File: config.mk
export PLATFORM = sky130hd
export DESIGN_NAME = rtc_reg_seq_flat
export DESIGN_NICKNAME = d
export VERILOG_FILES = /design/src/rtl/rtc_pkg.sv /design/src/rtl/rtc_reg_seq_if.sv /design/src/rtl/rtc_mask_scan.sv /design/src/rtl/rtc_reg_seq.sv /design/src/flat_wrapper.sv
export SDC_FILE = /design/constraint.sdc
export NUM_CORES = 1
export LEC_CHECK = 0
export CAP_MARGIN = 20
export CORE_MARGIN = 2
export CORE_UTILIZATION = 60
export DETAILED_ROUTE_END_ITERATION = 10
export DONT_BUFFER_PORTS = 1
export PLACE_DENSITY = 0.76
export SYNTH_ARGS = -nofsm -noshare
export SYNTH_HDL_FRONTEND = slang
export SYNTH_SLANG_ARGS = --single-unit
File: constraint.sdc
create_clock -name sys_clk -period 2.7 [get_ports sys_clk]
set_input_delay 0.27 -clock sys_clk [delete_from_list [all_inputs] [get_ports sys_clk]]
set_output_delay 0.27 -clock sys_clk [all_outputs]
set_load 0.05 [all_outputs]
File: src/rtl/rtc_pkg.sv
// Shared types and constants for the RTC register-transfer sequencer.
package rtc_pkg;

  typedef enum logic [2:0] {
    ST_IDLE   = 3'd0,
    ST_WP_CLR = 3'd1,
    ST_XFER   = 3'd2,
    ST_WP_SET = 3'd3,
    ST_DONE   = 3'd4
  } state_t;

  localparam logic [7:0] WP_ADDR_DEFAULT = 8'h8E;
  localparam logic [7:0] WP_CLEAR        = 8'h00;
  localparam logic [7:0] WP_SET          = 8'h80;

  localparam int unsigned REG_SEC   = 0;
  localparam int unsigned REG_MIN   = 1;
  localparam int unsigned REG_HOUR  = 2;
  localparam int unsigned REG_DATE  = 3;
  localparam int unsigned REG_MONTH = 4;
  localparam int unsigned REG_DAY   = 5;
  localparam int unsigned REG_YEAR  = 6;

endpackage

File: src/rtl/rtc_reg_seq_if.sv
// Byte-level command engine handshake between the sequencer and the serial engine.
interface rtc_reg_seq_if;
  logic       cmd_read;
  logic       cmd_write;
  logic [7:0] read_addr;
  logic [7:0] write_addr;
  logic [7:0] write_data;
  logic [7:0] read_data;
  logic       cmd_read_ack;
  logic       cmd_write_ack;

  modport master (
    output cmd_read, cmd_write, read_addr, write_addr, write_data,
    input  read_data, cmd_read_ack, cmd_write_ack
  );

  modport slave (
    input  cmd_read, cmd_write, read_addr, write_addr, write_data,
    output read_data, cmd_read_ack, cmd_write_ack
  );
endinterface

File: src/rtl/rtc_mask_scan.sv
// Finds the next set mask bit above idx (or the lowest set bit when first_i).
module rtc_mask_scan #(
  parameter int unsigned NUM_REGS = 7,
  parameter int unsigned IDX_W    = 3
) (
  input  logic [NUM_REGS-1:0] mask_i,
  input  logic [IDX_W-1:0]    idx_i,
  input  logic                first_i,
  output logic [IDX_W-1:0]    nxt_o,
  output logic                last_o
);

  int start_c;

  assign start_c = first_i ? 0 : int'(idx_i) + 1;

  // Descending scan so the lowest qualifying bit wins; last_o = nothing left.
  always_comb begin
    nxt_o  = '0;
    last_o = 1'b1;
    for (int i = int'(NUM_REGS) - 1; i >= 0; i--) begin
      if (mask_i[i] && i >= start_c) begin
        nxt_o  = IDX_W'(i);
        last_o = 1'b0;
      end
    end
  end

endmodule

File: src/rtl/rtc_reg_seq.sv
// Masked burst of RTC register reads/writes with write-protect handling and timeout.
module rtc_reg_seq
  import rtc_pkg::*;
#(
  parameter int unsigned NUM_REGS       = REG_YEAR + 1,
  parameter logic [7:0]  ADDR_BASE      = 8'h80,
  parameter logic [7:0]  ADDR_STRIDE    = 8'd2,
  parameter logic [7:0]  WP_ADDR        = WP_ADDR_DEFAULT,
  parameter bit          WP_RESTORE     = 1'b1,
  parameter int unsigned TIMEOUT_CYCLES = 4096
) (
  input  logic                  sys_clk,
  input  logic                  rst_n,
  input  logic                  req,
  input  logic                  req_write,
  input  logic [NUM_REGS-1:0]   reg_mask,
  input  logic [NUM_REGS*8-1:0] wr_regs,
  output logic [NUM_REGS*8-1:0] rd_regs,
  output logic                  busy,
  output logic                  done,
  output logic                  err,
  rtc_reg_seq_if.master         bus
);

  localparam int unsigned IDX_W = (NUM_REGS > 1) ? $clog2(NUM_REGS) : 1;
  localparam int unsigned TMO_W = $clog2(TIMEOUT_CYCLES + 2);

  state_t                     state_q;
  logic                       write_q;
  logic [NUM_REGS-1:0]        mask_q;
  logic [NUM_REGS-1:0][7:0]   wdata_q;
  logic [NUM_REGS-1:0][7:0]   rd_q;
  logic [IDX_W-1:0]           idx_q;
  logic [TMO_W-1:0]           tmo_q;
  logic                       busy_q, done_q, err_q;
  logic                       cmd_read_q, cmd_write_q;
  logic [7:0]                 read_addr_q, write_addr_q, write_data_q;

  logic [NUM_REGS-1:0][7:0]   wr_in_c;
  logic [NUM_REGS-1:0]        scan_mask_c;
  logic                       scan_first_c;
  logic [IDX_W-1:0]           scan_nxt_c;
  logic                       scan_last_c;
  logic [7:0]                 nxt_addr_c;
  logic                       cmd_on_c, ack_c, tmo_hit_c;

  function automatic logic [7:0] reg_addr(input logic [IDX_W-1:0] idx);
    return ADDR_BASE + 8'(idx) * ADDR_STRIDE;
  endfunction

  assign wr_in_c      = wr_regs;
  assign scan_mask_c  = (state_q == ST_IDLE) ? reg_mask : mask_q;
  assign scan_first_c = (state_q == ST_IDLE) || (state_q == ST_WP_CLR);
  assign nxt_addr_c   = reg_addr(scan_nxt_c);
  assign cmd_on_c     = cmd_read_q | cmd_write_q;
  assign ack_c        = (cmd_read_q & bus.cmd_read_ack) | (cmd_write_q & bus.cmd_write_ack);
  assign tmo_hit_c    = (TIMEOUT_CYCLES != 0) && (tmo_q == TMO_W'(TIMEOUT_CYCLES));

  rtc_mask_scan #(.NUM_REGS(NUM_REGS), .IDX_W(IDX_W)) u_scan (
    .mask_i  (scan_mask_c),
    .idx_i   (idx_q),
    .first_i (scan_first_c),
    .nxt_o   (scan_nxt_c),
    .last_o  (scan_last_c)
  );

  // Sequencer FSM: each step presents address/data for one cycle, then holds the command until ack or timeout.
  always_ff @(posedge sys_clk or negedge rst_n) begin
    if (!rst_n) begin
      state_q      <= ST_IDLE;
      write_q      <= 1'b0;
      mask_q       <= '0;
      wdata_q      <= '0;
      rd_q         <= '0;
      idx_q        <= '0;
      tmo_q        <= '0;
      busy_q       <= 1'b0;
      done_q       <= 1'b0;
      err_q        <= 1'b0;
      cmd_read_q   <= 1'b0;
      cmd_write_q  <= 1'b0;
      read_addr_q  <= '0;
      write_addr_q <= '0;
      write_data_q <= '0;
    end else begin
      case (state_q)
        ST_IDLE: begin
          if (req) begin
            write_q <= req_write;
            mask_q  <= reg_mask;
            wdata_q <= wr_in_c;
            busy_q  <= 1'b1;
            err_q   <= 1'b0;
            if (reg_mask == '0) begin
              state_q <= ST_DONE;
              done_q  <= 1'b1;
            end else if (req_write) begin
              state_q      <= ST_WP_CLR;
              write_addr_q <= WP_ADDR;
              write_data_q <= WP_CLEAR;
            end else begin
              state_q     <= ST_XFER;
              idx_q       <= scan_nxt_c;
              read_addr_q <= nxt_addr_c | 8'h01;
            end
          end
        end

        ST_WP_CLR, ST_XFER, ST_WP_SET: begin
          if (!cmd_on_c) begin
            if (state_q == ST_XFER && !write_q) cmd_read_q <= 1'b1;
            else                                cmd_write_q <= 1'b1;
            tmo_q <= TMO_W'(1);
          end else if (ack_c) begin
            cmd_read_q   <= 1'b0;
            cmd_write_q  <= 1'b0;
            read_addr_q  <= '0;
            write_addr_q <= '0;
            write_data_q <= '0;
            case (state_q)
              ST_WP_CLR: begin
                state_q      <= ST_XFER;
                idx_q        <= scan_nxt_c;
                write_addr_q <= nxt_addr_c;
                write_data_q <= wdata_q[scan_nxt_c];
              end
              ST_XFER: begin
                if (!write_q) rd_q[idx_q] <= bus.read_data;
                if (scan_last_c) begin
                  if (write_q && WP_RESTORE) begin
                    state_q      <= ST_WP_SET;
                    write_addr_q <= WP_ADDR;
                    write_data_q <= WP_SET;
                  end else begin
                    state_q <= ST_DONE;
                    done_q  <= 1'b1;
                  end
                end else begin
                  idx_q <= scan_nxt_c;
                  if (write_q) begin
                    write_addr_q <= nxt_addr_c;
                    write_data_q <= wdata_q[scan_nxt_c];
                  end else begin
                    read_addr_q <= nxt_addr_c | 8'h01;
                  end
                end
              end
              default: begin
                state_q <= ST_DONE;
                done_q  <= 1'b1;
              end
            endcase
          end else if (tmo_hit_c) begin
            cmd_read_q   <= 1'b0;
            cmd_write_q  <= 1'b0;
            read_addr_q  <= '0;
            write_addr_q <= '0;
            write_data_q <= '0;
            err_q        <= 1'b1;
            done_q       <= 1'b1;
            state_q      <= ST_DONE;
          end else begin
            tmo_q <= tmo_q + TMO_W'(1);
          end
        end

        ST_DONE: begin
          done_q  <= 1'b0;
          busy_q  <= 1'b0;
          state_q <= ST_IDLE;
        end

        default: state_q <= ST_IDLE;
      endcase
    end
  end

  assign rd_regs        = rd_q;
  assign busy           = busy_q;
  assign done           = done_q;
  assign err            = err_q;
  assign bus.cmd_read   = cmd_read_q;
  assign bus.cmd_write  = cmd_write_q;
  assign bus.read_addr  = read_addr_q;
  assign bus.write_addr = write_addr_q;
  assign bus.write_data = write_data_q;

endmodule

File: src/flat_wrapper.sv
// flat-port wrapper written by rule: the top's interface ports become plain ports
module rtc_reg_seq_flat import rtc_pkg::*;
#(
  parameter int unsigned NUM_REGS       = REG_YEAR + 1,
  parameter logic [7:0]  ADDR_BASE      = 8'h80,
  parameter logic [7:0]  ADDR_STRIDE    = 8'd2,
  parameter logic [7:0]  WP_ADDR        = WP_ADDR_DEFAULT,
  parameter bit          WP_RESTORE     = 1'b1,
  parameter int unsigned TIMEOUT_CYCLES = 4096
)
  (sys_clk, rst_n, req, req_write, reg_mask, wr_regs, rd_regs, busy, done, err, bus_cmd_read, bus_cmd_write, bus_read_addr, bus_write_addr, bus_write_data, bus_read_data, bus_cmd_read_ack, bus_cmd_write_ack);
  rtc_reg_seq_if bus_i ();
  input  logic sys_clk;
  input  logic rst_n;
  input  logic req;
  input  logic req_write;
  input  logic [NUM_REGS-1:0] reg_mask;
  input  logic [NUM_REGS*8-1:0] wr_regs;
  output logic [NUM_REGS*8-1:0] rd_regs;
  output logic busy;
  output logic done;
  output logic err;
  output wire logic [$bits(bus_i.cmd_read)-1:0] bus_cmd_read;
  output wire logic [$bits(bus_i.cmd_write)-1:0] bus_cmd_write;
  output wire logic [$bits(bus_i.read_addr)-1:0] bus_read_addr;
  output wire logic [$bits(bus_i.write_addr)-1:0] bus_write_addr;
  output wire logic [$bits(bus_i.write_data)-1:0] bus_write_data;
  input wire logic [$bits(bus_i.read_data)-1:0] bus_read_data;
  input wire logic [$bits(bus_i.cmd_read_ack)-1:0] bus_cmd_read_ack;
  input wire logic [$bits(bus_i.cmd_write_ack)-1:0] bus_cmd_write_ack;
  assign bus_cmd_read = bus_i.cmd_read;
  assign bus_cmd_write = bus_i.cmd_write;
  assign bus_read_addr = bus_i.read_addr;
  assign bus_write_addr = bus_i.write_addr;
  assign bus_write_data = bus_i.write_data;
  assign bus_i.read_data = bus_read_data;
  assign bus_i.cmd_read_ack = bus_cmd_read_ack;
  assign bus_i.cmd_write_ack = bus_cmd_write_ack;
  rtc_reg_seq #(.NUM_REGS(NUM_REGS), .ADDR_BASE(ADDR_BASE), .ADDR_STRIDE(ADDR_STRIDE), .WP_ADDR(WP_ADDR), .WP_RESTORE(WP_RESTORE), .TIMEOUT_CYCLES(TIMEOUT_CYCLES)) u_core (.sys_clk(sys_clk), .rst_n(rst_n), .req(req), .req_write(req_write), .reg_mask(reg_mask), .wr_regs(wr_regs), .rd_regs(rd_regs), .busy(busy), .done(done), .err(err), .bus(bus_i));
endmodule
Yosys cells after proc, flatten, opt, wreduce, memory -nomap -nowiden
Index checks and enable logic that the tools add are counted.
Operators by class
  add/subtract/negate cells: 3
  multipliers: 0
  divide/modulo/power cells: 0
  order comparisons: 10
  eq/ne operators: 24
  shifts and indexed selects: 0
  muxes and demuxes: 93
  bitwise logic cells: 5
  reduce and logical (&&, ||, !) cells: 30
Operators by type and width (number)
  2-to-1 mux 8 bit: 27
  greater-or-equal comparator 4 x 32 -> 1 bit (first input constant): 3
  one-hot mux 8 bit (2 select lines): 5
  greater-or-equal comparator 3 x 32 -> 1 bit (first input constant): 2
  2-to-1 mux 3 bit: 20
  bitwise mux 56 bit: 1
  2-to-1 mux 13 bit: 3
  greater-or-equal comparator 1 x 32 -> 1 bit (first input constant): 1
  greater-or-equal comparator 2 x 32 -> 1 bit (first input constant): 1
  2-to-1 mux 32 bit: 1
  binary-select mux 8 bit (select 3 bit): 1
  demux 8 bit (select 3 bit): 1
  2-to-1 mux 1 bit: 24
  one-hot mux 3 bit (2 select lines): 4
  != test 2 bit (second input constant): 8
  AND reduction 8 bit: 2
  adder 13 x 1 -> 13 bit (second input constant): 1
  == test 13 bit (second input constant): 1
  AND reduction 6 bit: 2
  AND reduction 5 bit: 2
  logical AND 1 bit: 9
  != test 3 bit (second input constant): 3
  AND reduction 3 bit: 3
  adder 8 x 4 -> 8 bit (first input constant): 1
  26 further kinds: 39
Word-level totals
  register bits: 168
  latch bits: 0
  RAM bits: 0
  memory bits (read-only): 0
  input port bits: 77
  output and inout bits: 85
  word-level logic and storage cells: 192
  memories: 0

Longest topological paths before layout
Gate-level depths: netlist of run 1.
  word-level depth: 20
  gate-level depth with buffers: 11
  gate-level depth less buffers: 10

By module
From an unflattened synthesis of run 1, not the netlist that was laid out.
Second synthesis, totals
  cells, all modules: 566
  area total of the unflattened synthesis: 7317.0 um^2
Modules (own cells, without submodules)
  rtc_reg_seq: instances 1, cells an instance 531, area each 7076.8 um^2, seq. area each 4003.8 um^2
  rtc_mask_scan: instances 1, cells an instance 35, area each 240.2 um^2, seq. area each 0.0 um^2

Worst setup path before layout of run 1
Ideal clock, no wire load.
  kind: register to register
  start point: register u_core.idx_q[0]
  end point: register u_core.write_data_q[0], in the netlist u_core.bus.write_data[0]
  library setup time: 0.124 ns
  arrival time: 2.294 ns
  data required time: 2.576 ns
  setup slack: 0.283 ns
  cell stages (with the launch flop): 11
  buffers on the path: 1
  period minus slack after synthesis: 2.417 ns
  cells stage by stage: dfrtp_1 > ha_1 > nor2b_1 > o311a_1 > o22ai_1 > o211ai_1 > and2_1 > buf_4 > o21ai_1 > o21ai_1 > a211o_1
On the way
  word-level cells in the longest chain between the ends: 19
  elaborated cells on any way between the ends: 38
  those cells by class: add/sub (1); order compare (7); mux (23); reduce/logical (7)
RTL lines
  start: declaration: line rtc_reg_seq.sv:33  | logic [IDX_W-1:0] idx_q;
  start signal: assignment: line rtc_reg_seq.sv:103  | idx_q <= scan_nxt_c;
  start signal: assignment: line rtc_reg_seq.sv:123  | idx_q <= scan_nxt_c;
  start signal: assignment: line rtc_reg_seq.sv:139  | idx_q <= scan_nxt_c;
  adder 3 x 1 -> 4 bit *: line rtc_mask_scan.sv:15  | assign start_c = first_i ? 0 : int'(idx_i) + 1;
  2-to-1 mux 32 bit *: line rtc_mask_scan.sv:15
  greater-or-equal comparator 4 x 32 -> 1 bit: line rtc_mask_scan.sv:22  | if (mask_i[i] && i >= start_c) begin
  logical AND 1 bit: line rtc_mask_scan.sv:22
  2-to-1 mux 3 bit (7 in a row): line rtc_mask_scan.sv:22
  binary-select mux 8 bit (select 3 bit): line rtc_reg_seq.sv:125, rtc_reg_seq.sv:142
  2-to-1 mux 8 bit (implied by the code): line rtc_reg_seq.sv:125, rtc_reg_seq.sv:142
  2-to-1 mux 8 bit: line rtc_reg_seq.sv:140  | if (write_q) begin
  2-to-1 mux 8 bit: line rtc_reg_seq.sv:129  | if (scan_last_c) begin
  one-hot mux 8 bit (2 select lines) *: line rtc_reg_seq.sv:120  | case (state_q)
  2-to-1 mux 8 bit *: line rtc_reg_seq.sv:114  | end else if (ack_c) begin
  2-to-1 mux 8 bit *: line rtc_reg_seq.sv:110  | if (!cmd_on_c) begin
  one-hot mux 8 bit (2 select lines) *: line rtc_reg_seq.sv:86  | case (state_q)
  end signal: assignment: line rtc_reg_seq.sv:125  | write_data_q <= wdata_q[scan_nxt_c];
  end signal: assignment: line rtc_reg_seq.sv:142  | write_data_q <= wdata_q[scan_nxt_c];
  end: declaration: line rtc_reg_seq.sv:37  | logic [7:0] read_addr_q, write_addr_q, write_data_q;
Mark *: on every way between the ends. The rest lies on a longest branch, timed or not. The select of a mux whose other input is x is not followed.
A chain may end at the register's enable or synchronous reset.

Worst setup path after layout of run 1
  start point: register u_core.state_q[1]
  end point: register u_core.write_data_q[2], in the netlist u_core.bus.write_data[2]
On the way
  word-level cells in the longest chain between the ends: 20
  elaborated cells on any way between the ends: 51
  those cells by class: order compare (7); eq/ne (8); mux (24); reduce/logical (12)
RTL lines
  start: declaration: line rtc_reg_seq.sv:28  | state_t state_q;
  start signal: assignment: line rtc_reg_seq.sv:70  | state_q <= ST_IDLE;
  start signal: assignment: line rtc_reg_seq.sv:95  | state_q <= ST_DONE;
  start signal: assignment: line rtc_reg_seq.sv:98  | state_q <= ST_WP_CLR;
  == test 3 x 1 -> 1 bit / logical NOT 3 bit (equally long branches)
  logical OR 1 bit: line rtc_reg_seq.sv:53  | assign scan_first_c = (state_q == ST_IDLE) || (state_q == ST_WP_CLR);
  2-to-1 mux 32 bit: line rtc_mask_scan.sv:15
  greater-or-equal comparator 4 x 32 -> 1 bit: line rtc_mask_scan.sv:22
  logical AND 1 bit: line rtc_mask_scan.sv:22
  2-to-1 mux 3 bit (7 in a row): line rtc_mask_scan.sv:22
  binary-select mux 8 bit (select 3 bit): line rtc_reg_seq.sv:125, rtc_reg_seq.sv:142
  2-to-1 mux 8 bit (implied by the code): line rtc_reg_seq.sv:125, rtc_reg_seq.sv:142
  2-to-1 mux 8 bit: line rtc_reg_seq.sv:140
  2-to-1 mux 8 bit: line rtc_reg_seq.sv:129
  one-hot mux 8 bit (2 select lines): line rtc_reg_seq.sv:120
  2-to-1 mux 8 bit: line rtc_reg_seq.sv:114
  2-to-1 mux 8 bit: line rtc_reg_seq.sv:110
  one-hot mux 8 bit (2 select lines): line rtc_reg_seq.sv:86
Parallel ways exist; a longest one is shown, timed or not. The select of a mux whose other input is x is not followed.

==> impl_results.md, run 1 <==
- Maximum fanout along the worst path: 9
- Worst Setup Slack, final: 94.9 ps
- Clk buf depth: 2
- Reg clk slew, reported paths: roughly 60 ps
- Wirelength, routed: 18900 um
- Die X: 116 um
- H-Tree Depth: 4
- Most common cell after layout, fill and taps aside: dfrtp_1
- Clock sink count: between 150 and 200
- HP Class: input pin to asynchronous set/reset pin
- Number of synthesized register bits: 160
- Layout cells sized above 1: 28.5%
- Pwr dens: roughly 1400 nW/um2
- Number of fill cells: 727
- Wire length per cell: approximately 21 um
- Via count: about 5300
- Cell count after synthesis: a little under 600
- Slew @ Worst Pin: around 900 ps
- Worst R2R Start: u_core.state_q[1]
- Crit path DAT: 2920 ps
- Setup TNS: 0 ps
- Top_reg_cell synth: dfrtp_1
- Final Max Tran Viols: 0
- Mean Syn Cell Area: approximately 13 um2
- DRT Pass-1 Iters: 5
- CP startpoint: u_core.state_q[1]
- Compound-gate portion of the synthesized area: around 7.6%
- Area occupied by multi-input gates: between 3000 and 4000 um2
- IO buf count: 0
- Slowest cell on crit path: dfrtp_2
- DRC viols: 0
- Row count: 40
- Post-Place Setup Slack: -11.0 ps
- Top cell by count, worst path: buf_12
- Adder-cell share of the synthesized area: less than 1%
- Num CTS Buffers: 17
- Post-Synth XOR/XNOR Area: 1.63%
- Failing checks: hold timing
- Routability cong.: between 0.9 and 1
- DP Area: a little under 8000 um2
- GR Overflow Total: 0
- Crit-path max cell delay: 490 ps
- Final hold violations: 160
- Simple-gate share of the synthesized area: approximately a tenth
- Worst slew margin: just over 40%
- Worst Hold Margin: -463 ps
- Total Routing Usage GR: just under 30%
- Area Overhead vs Synth: 25.2%
- Post-synth EDFFs: 0
- # IOs: 162
- Clk_skew: roughly 14 ps
- DP Wirelength: approximately 12000 um
- WS Path Type: flop to flop
- Die Y-Extent: between 100 and 150 um
- Starting Density: between 60% and 70%
- Synth warn: 0
- Crit. End Element: flop
- Iter 0 DRT Violations: 307
- Worst path cell trace: nor3_4, buf_4, mux2i_4, a21oi_1, o21ai_4, buf_12, buf_12, mux2i_2, o21ai_1, a211o_1
- Initial antenna violation count: 0
- Final Cycle Share: a little over nine tenths
- Synth Cell Area: ~7500 um2
- Setup Viol. Count Final: 0
- Nets: 782
- Worst vdd ir: 0.807 mV
- Status: complete, but fails checks
- Core Area: between 10000 and 15000 um2
- Register area: 4010 um2
- Worst-Skew Late Latency: 440 ps
- Fin area: around 9300 um2
- Combinational family with the most area after synthesis: multiplexers
- CTS root buf: clkbuf_16
- Static Leak: 4.26 nW
- Most frequent cells in the layout: 158 x dfrtp_1, 92 x mux2_2, 72 x dlygate4sd3_1
- First-pass GRT wire length: slightly below 30000 um
- Mux cell area share after synthesis: a little under a quarter
- Asr flop ratio synth: 100%
- Vias in the first global route: 5415
- Netlist cell types: 63
- Via density: between 5 and 6
- Sequential area share after synthesis: a little over half
- CTS tree: done
- N_diodes: 0
- WP data required: 3020 ps
- Largest net degree at the start of global routing: between 150 and 200
- Post-route minimum period: around 2600 ps
- Die area: 13300 um2
- Remaining antenna violation count: 0
- Max Cap Violations: 0
- CP Launch Type: flop
- Peak Freq: about 0.38 GHz
-- synth_stat cells (2+ instances only) --
cell	instances	area (um2)
dfrtp_1	160	4000
mux2_2	92	1040
mux2_1	34	383
mux2i_1	30	300
nor2_1	29	109
nand2_1	28	105
o21ai_1	18	90.1
o21ai_0	16	80.1
nor3_1	15	75.1
nand3_1	12	60.1
buf_4	11	82.6
a21oi_1	10	50.1
a31oi_1	9	56.3
buf_2	9	45.0
xor2_1	9	78.8
a211o_1	7	61.3
and2_1	6	37.5
buf_6	6	67.6
inv_1	6	22.5
nand4_1	6	37.5
o31ai_1	6	45.0
nor3_4	5	81.3
clkbuf_1	4	15.0
nor2b_1	4	25.0
a22o_1	3	26.3
and3_1	3	18.8
buf_1	3	11.3
ha_1	3	37.5
nand2b_1	3	18.8
o211ai_1	3	22.5
o22ai_1	3	18.8
xnor2_1	3	26.3
a21o_1	2	15.0
inv_2	2	7.51
nand2_2	2	12.5
nand3b_1	2	15.0
nor4_1	2	12.5
nor4b_1	2	17.5
o311a_1	2	20.0
-- sequential cells by signal, summed over array words and instances, names as in the netlist --
signal,count
u_core.bus.cmd_read,1
u_core.bus.write_addr,4
u_core.mask_q,7
u_core.done,1
u_core.wdata_q,56
u_core.bus.read_addr,4
u_core.state_q,3
u_core.write_q,1
u_core.err,1
u_core.idx_q,3
u_core.bus.write_data,8
u_core.tmo_q,13
u_core.rd_regs,56
u_core.busy,1
u_core.bus.cmd_write,1
-- final timing paths --
path                                       endpoint  slack [ps]  depth (start not counted)
max                        u_core.bus.write_data[2]          90                         10
min                                u_core.mask_q[0]        -460                          0
max reg2reg                u_core.bus.write_data[2]          90                         10
min reg2reg                      u_core.wdata_q[53]         510                          1
max in group asynchronous           u_core.tmo_q[4]        2950                          0
min in group sys_clk                    u_core.busy          40                          2
-- what timing repair did --
item,in CTS,in global routing
gates resized for setup,1,21
cloned,0,1
hold buffers,71,1
endpoints found under the setup margin,5,35
endpoints found under the hold margin,279,161
setup buffers,0,10
pin swaps,0,3
-- area by class of cell --
class / instances / area share (%)
timing repair buffer: 118 / 12.8
multi-input combinational: 397 / 35.5
inverter: 8 / 0.322
clock inverter: 12 / 1.33
tap: 168 / 2.25
clock buffer: 20 / 4.89
sequential: 160 / 42.9
-- cell families (layout without fill, tap and decap cells) --
| kind of cell | count (synthesis) | count (layout) |
|---|---|---|
| other | 1 | 7 |
| buffers and inverters | 43 | 158 |
| flip-flops | 160 | 160 |
| adder cells (fa/ha/maj) | 4 | 4 |
| multiplexers | 156 | 156 |
| XOR/XNOR | 13 | 13 |
| AND/OR/NAND/NOR | 129 | 129 |
| AO/OA/AOI/OAI | 88 | 88 |
-- critical path, delay by kind of cell (launching register included) --
family          cells  cell delay (ps)
flops               1              490
mux                 2              540
buf+inv             3              470
simple gates        1              280
compound gates      4              710
-- through the flow --
stage / power [mW] / util [%] / std cells / hold slack (ps)
4_1_cts: 12.5 / 75.6 / 871 / -478
5_1_grt: 13.8 / 77.4 / 883 / -486
3_3_place_gp: 9.82 / 64.8 / 768 / -19.6
3_5_place_dp: 10.0 / 64.8 / 768 / -19.0
2_1_floorplan: 8.72 / - / 600 / -25.6
6_report: 13.2 / 77.4 / 883 / -463
-- report_power, final --
| group | internal (mW) | switching [mW] | total [mW] |
|---|---|---|---|
| logic | 2.69 | 2.69 | 5.38 |
| registers | 3.34 | 2.17 | 5.50 |
| clock network | 1.34 | 1.02 | 2.36 |
-- per-layer routing --
| layer | track usage [%] | part of all wire [%] | up-vias |
|---|---|---|---|
| li1 | - | - | 2365 |
| met1 | 36.3 | 41 | 2725 |
| met2 | 48.8 | 52 | 170 |
| met3 | 9.15 | 5.9 | 36 |
| met4 | 11.4 | 2.0 | 0 |
| met5 | 0 | 0 | - |
No activity file was read; power rests on OpenSTA's default activity.
==> inputs of run 2 (changes only) <==
--- a/config.mk
+++ b/config.mk
@@ -6,7 +6,6 @@
 export NUM_CORES = 1
 export LEC_CHECK = 0
 export CAP_MARGIN = 20
-export CORE_MARGIN = 2
 export CORE_UTILIZATION = 60
 export DETAILED_ROUTE_END_ITERATION = 10
 export DONT_BUFFER_PORTS = 1
==> constraint.sdc (replaced) <==
create_clock -name sys_clk -period 2.7 [get_ports sys_clk]
set_input_delay 0.675 -clock sys_clk [delete_from_list [all_inputs] [get_ports sys_clk]]
set_output_delay 0.675 -clock sys_clk [all_outputs]
set_load 0.05 [all_outputs]
==> impl_results.md, run 2 (synthesis results as in run 1) <==
- Vias in the first global route: a little over 5000
- CTS root buf: clkbuf_16
- Via count: between 4000 and 5000
- Die Y-Extent: around 110 um
- WS Path Type: flop to flop
- Setup TNS: 0 ps
- Crit path DAT: 2940 ps
- R2R setup slack: 70 ps
- CTS tree: done
- Area Overhead vs Synth: 15.8%
- Iter 0 DRT Violations: between 300 and 400
- Share of total power in sequential cells: a little over two fifths
- Final Cycle Share: 97.4%
- Most frequent cells in the layout: 157 x dfrtp_1, 92 x mux2_2, 36 x buf_4
- Switching share of power: 43.5%
- Part of the power in combinational logic: 39.7%
- Final hold violations: 160
- Peak Freq: roughly 0.38 GHz
- Clock Power Share: 18.6%
- Psw: 5.66 mW
- Worst vdd ir: ~0.84 mV
- First-pass GRT wire length: 27200 um
- Register area: around 4000 um2
- DRC viols: 0
- Status: complete, but fails checks
- DP Wirelength: roughly 12000 um
- Die X: approximately 110 um
- Starting Density: approximately 62%
- Num CTS Buffers: 17
- Most common cell after layout, fill and taps aside: dfrtp_1
- Initial antenna violation count: 1
- HP Class: input pin to asynchronous set/reset pin
- Setup Viol. Count Final: 0
- Final Max Tran Viols: 0
- Static Leak: 4.00 nW
- GR Overflow Total: 0
- # IOs: around 160
- Max Cap Violations: 0
- Worst slew margin: roughly 38%
- Failing checks: hold timing
- Remaining antenna violation count: 0
- Reg clk slew, reported paths: 70 ps
- CP Launch Type: flop
- Via density: between 6 and 7
- DRT Pass-1 Iters: 4
- Pwr dens: about 1500 nW/um2
- Die area: around 13000 um2
- Nets: 712
- H-Tree Depth: 4
- WP data required: between 3000 and 4000 ps
- Clk buf depth: 2
- Slew @ Worst Pin: 931 ps
- Post-route minimum period: between 2000 and 3000 ps
- Final cell count without fillers: around 810
- Worst R2R Start: u_core.idx_q[2]
- Core Area: 12100 um2
- Crit. End Element: flop
- Worst Setup Slack, final: about 71 ps
- Layout cells sized above 1: 31.9%
- Internal power: ~7.3 mW
- Critical R2R Capture: u_core.bus.write_data[0]
- Row count: 40
- Largest net degree at the start of global routing: ~160
- Worst Hold Margin: -53.8 ps
- Wirelength, routed: between 15000 and 20000 um
- N_diodes: 0
- IO buf count: 0
- Maximum fanout along the worst path: 15
- Area occupied by multi-input gates: 3290 um2
- Wire length per cell: around 21 um
- Total Routing Usage GR: between 20% and 30%
- Fin area: about 8600 um2
- Clk_skew: just under 10 ps
- Clock sink count: 160
- Worst-Skew Late Latency: 430 ps
- Placed Cells incl. Taps: ~770
- Worst r2r path cells: 11
- Number of fill cells: approximately 820
- Post-Place Setup Slack: -167 ps
- DP Area: about 8000 um2
- Routability cong.: between 0.8 and 0.9
==> run 2: repair_timing <==
action                     CTS  global route
setup endpoints to repair    9            14
cloned                       1             1
hold endpoints to repair   160           160
setup buffers                3             7
pin swaps                    4             5
resized for setup            6            14
==> run 2: power by group through the flow <==
| stage | Combinational [mW] | Clock, mW | Sequential, mW |
|---|---|---|---|
| 6_report | 5.16 | 2.42 | 5.42 |
| 2_1_floorplan | 3.53 | 0 | 5.19 |
| 5_1_grt | 5.58 | 2.56 | 5.53 |
| 4_1_cts | 4.84 | 2.46 | 5.41 |
| 3_5_place_dp | 4.53 | 0 | 5.45 |
| 3_3_place_gp | 4.40 | 0 | 5.39 |
==> run 2: worst max-delay path by stage <==
stage | from | to | cells after the start
2_1_floorplan | reg_mask[4] | u_core.bus.write_addr[1] | 7
3_3_place_gp | u_core.idx_q[0] | u_core.bus.write_data[1] | 10
3_5_place_dp | u_core.idx_q[0] | u_core.bus.write_data[1] | 10
4_1_cts | u_core.idx_q[0] | u_core.bus.write_data[1] | 11
5_1_grt | u_core.idx_q[2] | u_core.bus.write_data[7] | 11
6_report | u_core.idx_q[2] | u_core.bus.write_data[0] | 11
==> run 2: metrics by stage <==
step                      total power, mW  utilization, %
after CTS                            12.7            70.5
after floorplan                      8.72               -
after global routing                 13.7            71.6
after global placement               9.79            64.9
final                                13.0            71.6
after detailed placement             9.99            64.9
==> run 2: layer usage <==
layer,routed length [um],share of wire [%],track usage (%),up-vias
li1,-,-,-,2233
met3,1200,7.1,9.40,24
met1,6920,41,35.2,2536
met4,176,1.0,8.16,0
met2,8590,51,45.5,163
met5,0,0,0,-
==> run 2: worst max-delay path: stages, from the launching register on <==
cell	delay [ps]
dfrtp_1	480
buf_4	230
inv_2	110
nor3_1	360
a211oi_2	90
nor2b_2	190
o21ai_4	150
buf_12	150
buf_12	160
mux2i_1	230
o21ai_1	80
a211o_1	260
==> run 2: area by class of cell <==
type                    count  share of cell area, %
clock buffers              17                   4.92
clock inverters            15                   2.00
inverters                   8                  0.348
multi-input cells         397                   38.0
flip-flops and latches    160                   46.4
well taps                 168                   2.43
repair buffers             48                   5.88
==> inputs of run 3 (changes only) <==
--- a/config.mk
+++ b/config.mk
@@ -6,10 +6,9 @@
 export NUM_CORES = 1
 export LEC_CHECK = 0
 export CAP_MARGIN = 20
-export CORE_UTILIZATION = 60
+export CORE_UTILIZATION = 42
 export DETAILED_ROUTE_END_ITERATION = 10
 export DONT_BUFFER_PORTS = 1
-export PLACE_DENSITY = 0.76
 export SYNTH_ARGS = -nofsm -noshare
 export SYNTH_HDL_FRONTEND = slang
 export SYNTH_SLANG_ARGS = --single-unit
==> impl_results.md, run 3 (synthesis results as in run 1) <==
- Status: complete, but fails checks
- Failing checks: hold timing
- Core Area: 17300 um2
- N_diodes: 0
- Initial antenna violation count: 0
- CP startpoint: u_core.idx_q[1]
- GR Overflow Total: 0
- Vias in the first global route: about 5100
- Clk_skew: 12.3 ps
- Final Max Tran Viols: 0
- CTS root buf: clkbuf_16
- Clock sink count: between 150 and 200
- Via count: 4802
- Reg clk slew, reported paths: roughly 70 ps
- Static Leak: between 3 and 4 nW
- Num CTS Buffers: 17
- Layout cells sized above 1: between 20 and 30%
- Most common cell after layout, fill and taps aside: dfrtp_1
- Worst R2R Start: u_core.idx_q[1]
- Iter 0 DRT Violations: about 200
- DRC viols: 0
- Row count: 48
- Nets: 700
- Die Y-Extent: about 140 um
- Total Routing Usage GR: between 20% and 30%
- Unrepaired setup endpoints after global routing: true
- H-Tree Depth: 4
- Die X: 135 um
- Max Cap Violations: 0
- Peak Freq: ~0.39 GHz
- Number of fill cells: roughly 1500
- Crit path DAT: about 2900 ps
- Wire length per cell: slightly above 20 um
- Worst slew margin: about two fifths
- Routability cong.: roughly 1
- Slew @ Worst Pin: just over 900 ps
- WS Path Type: flop to flop
- Post-route minimum period: about 2600 ps
- Most frequent cells in the layout: 157 x dfrtp_1, 92 x mux2_2, 34 x mux2_1
- HP Class: input pin to asynchronous set/reset pin
- DRT Pass-1 Iters: 4
- Maximum fanout along the worst path: 8
- IO buf count: 0
- First-pass GRT wire length: approximately 28000 um
- Final Cycle Share: a little over nine tenths
- Clk buf depth: 2
- Worst Hold Margin: -56.0 ps
- WP data required: about 3000 ps
- Largest net degree at the start of global routing: between 150 and 200
- CTS tree: done
- End-of-flow core utilization: between 40 and 50%
- Pwr dens: around 1500 nW/um2
- # IOs: 162
- Setup Viol. Count Final: 0
- Remaining antenna violation count: 0
- Die area: 18300 um2
- Crit. End Element: flop
- Area Overhead vs Synth: 15.6%
- Final hold violations: 159
- Total chip power: 12.8 mW
- CP Launch Type: flop
- Worst vdd ir: around 0.75 mV
- Via density: 5.60
- Setup TNS: 0 ps
- Wirelength, routed: about 17000 um
- Worst-Skew Late Latency: around 430 ps
- DP Wirelength: 12300 um
- Starting Density: 43.1%
run 3: routing by layer:
metal	GRT usage, %	vias up	share of wire [%]
met4	6.99	0	1.6
met2	32.9	129	50
met5	0	-	0
li1	-	2192	-
met1	24.1	2461	41
met3	7.97	20	7.6
run 3: cell type report:
type / instances / area, um2 / share of cell area (%)
Inverter: 8 / 30.0 / 0.348
Multi-Input combinational cell: 397 / 3270 / 38.0
Tap cell: 225 / 282 / 3.27
Sequential cell: 160 / 4010 / 46.5
Clock buffer: 18 / 439 / 5.09
Timing Repair Buffer: 36 / 375 / 4.35
Clock inverter: 14 / 215 / 2.50
run 3: through the flow:
| stage | worst slack [ps] | cell area [um2] | cells |
|---|---|---|---|
| 2_1_floorplan | 119 | 7480 | 600 |
| 3_3_place_gp | -15.7 | 7840 | 820 |
| 3_5_place_dp | -44.1 | 7840 | 820 |
| 4_1_cts | 22.1 | 8510 | 853 |
| 5_1_grt | -41.8 | 8620 | 858 |
| 6_report | 113 | 8620 | 858 |
run 3: where the power goes:
part           switching (mW)  internal [mW]
Combinational            2.44           2.30
Clock                    1.05           1.61
Sequential               2.09           3.33
run 3: worst paths after layout:
check / endpoint / slack, ps / cells after the start
worst max-delay path: u_core.bus.write_data[4] / 110 / 9
worst min-delay path: u_core.tmo_q[3] / -60 / 0
worst max register to register: u_core.bus.write_data[4] / 110 / 9
worst min register to register: u_core.mask_q[3] / 510 / 1
max in group asynchronous: u_core.idx_q[2] / 2480 / 0
min in group sys_clk: u_core.rd_regs[18] / 380 / 1
run 3: worst max-delay path: stages, from the launching register on:
cell and delay, ps:
dfrtp_1 390, ha_2 390, nand3b_1 140, mux2i_1 120, nor3_2 240, a31o_2 310, a21oi_1 170, o21ai_2 330
o21ai_1 120, a211o_1 280
run 3: repair_timing:
action / in CTS / in global routing
endpoints found under the setup margin: 7 / 9
pin swaps: 1 / 6
gates resized for setup: 3 / 12
gates cloned: 0 / 1
hold endpoints to repair: 160 / 160
setup buffers: 1 / 4
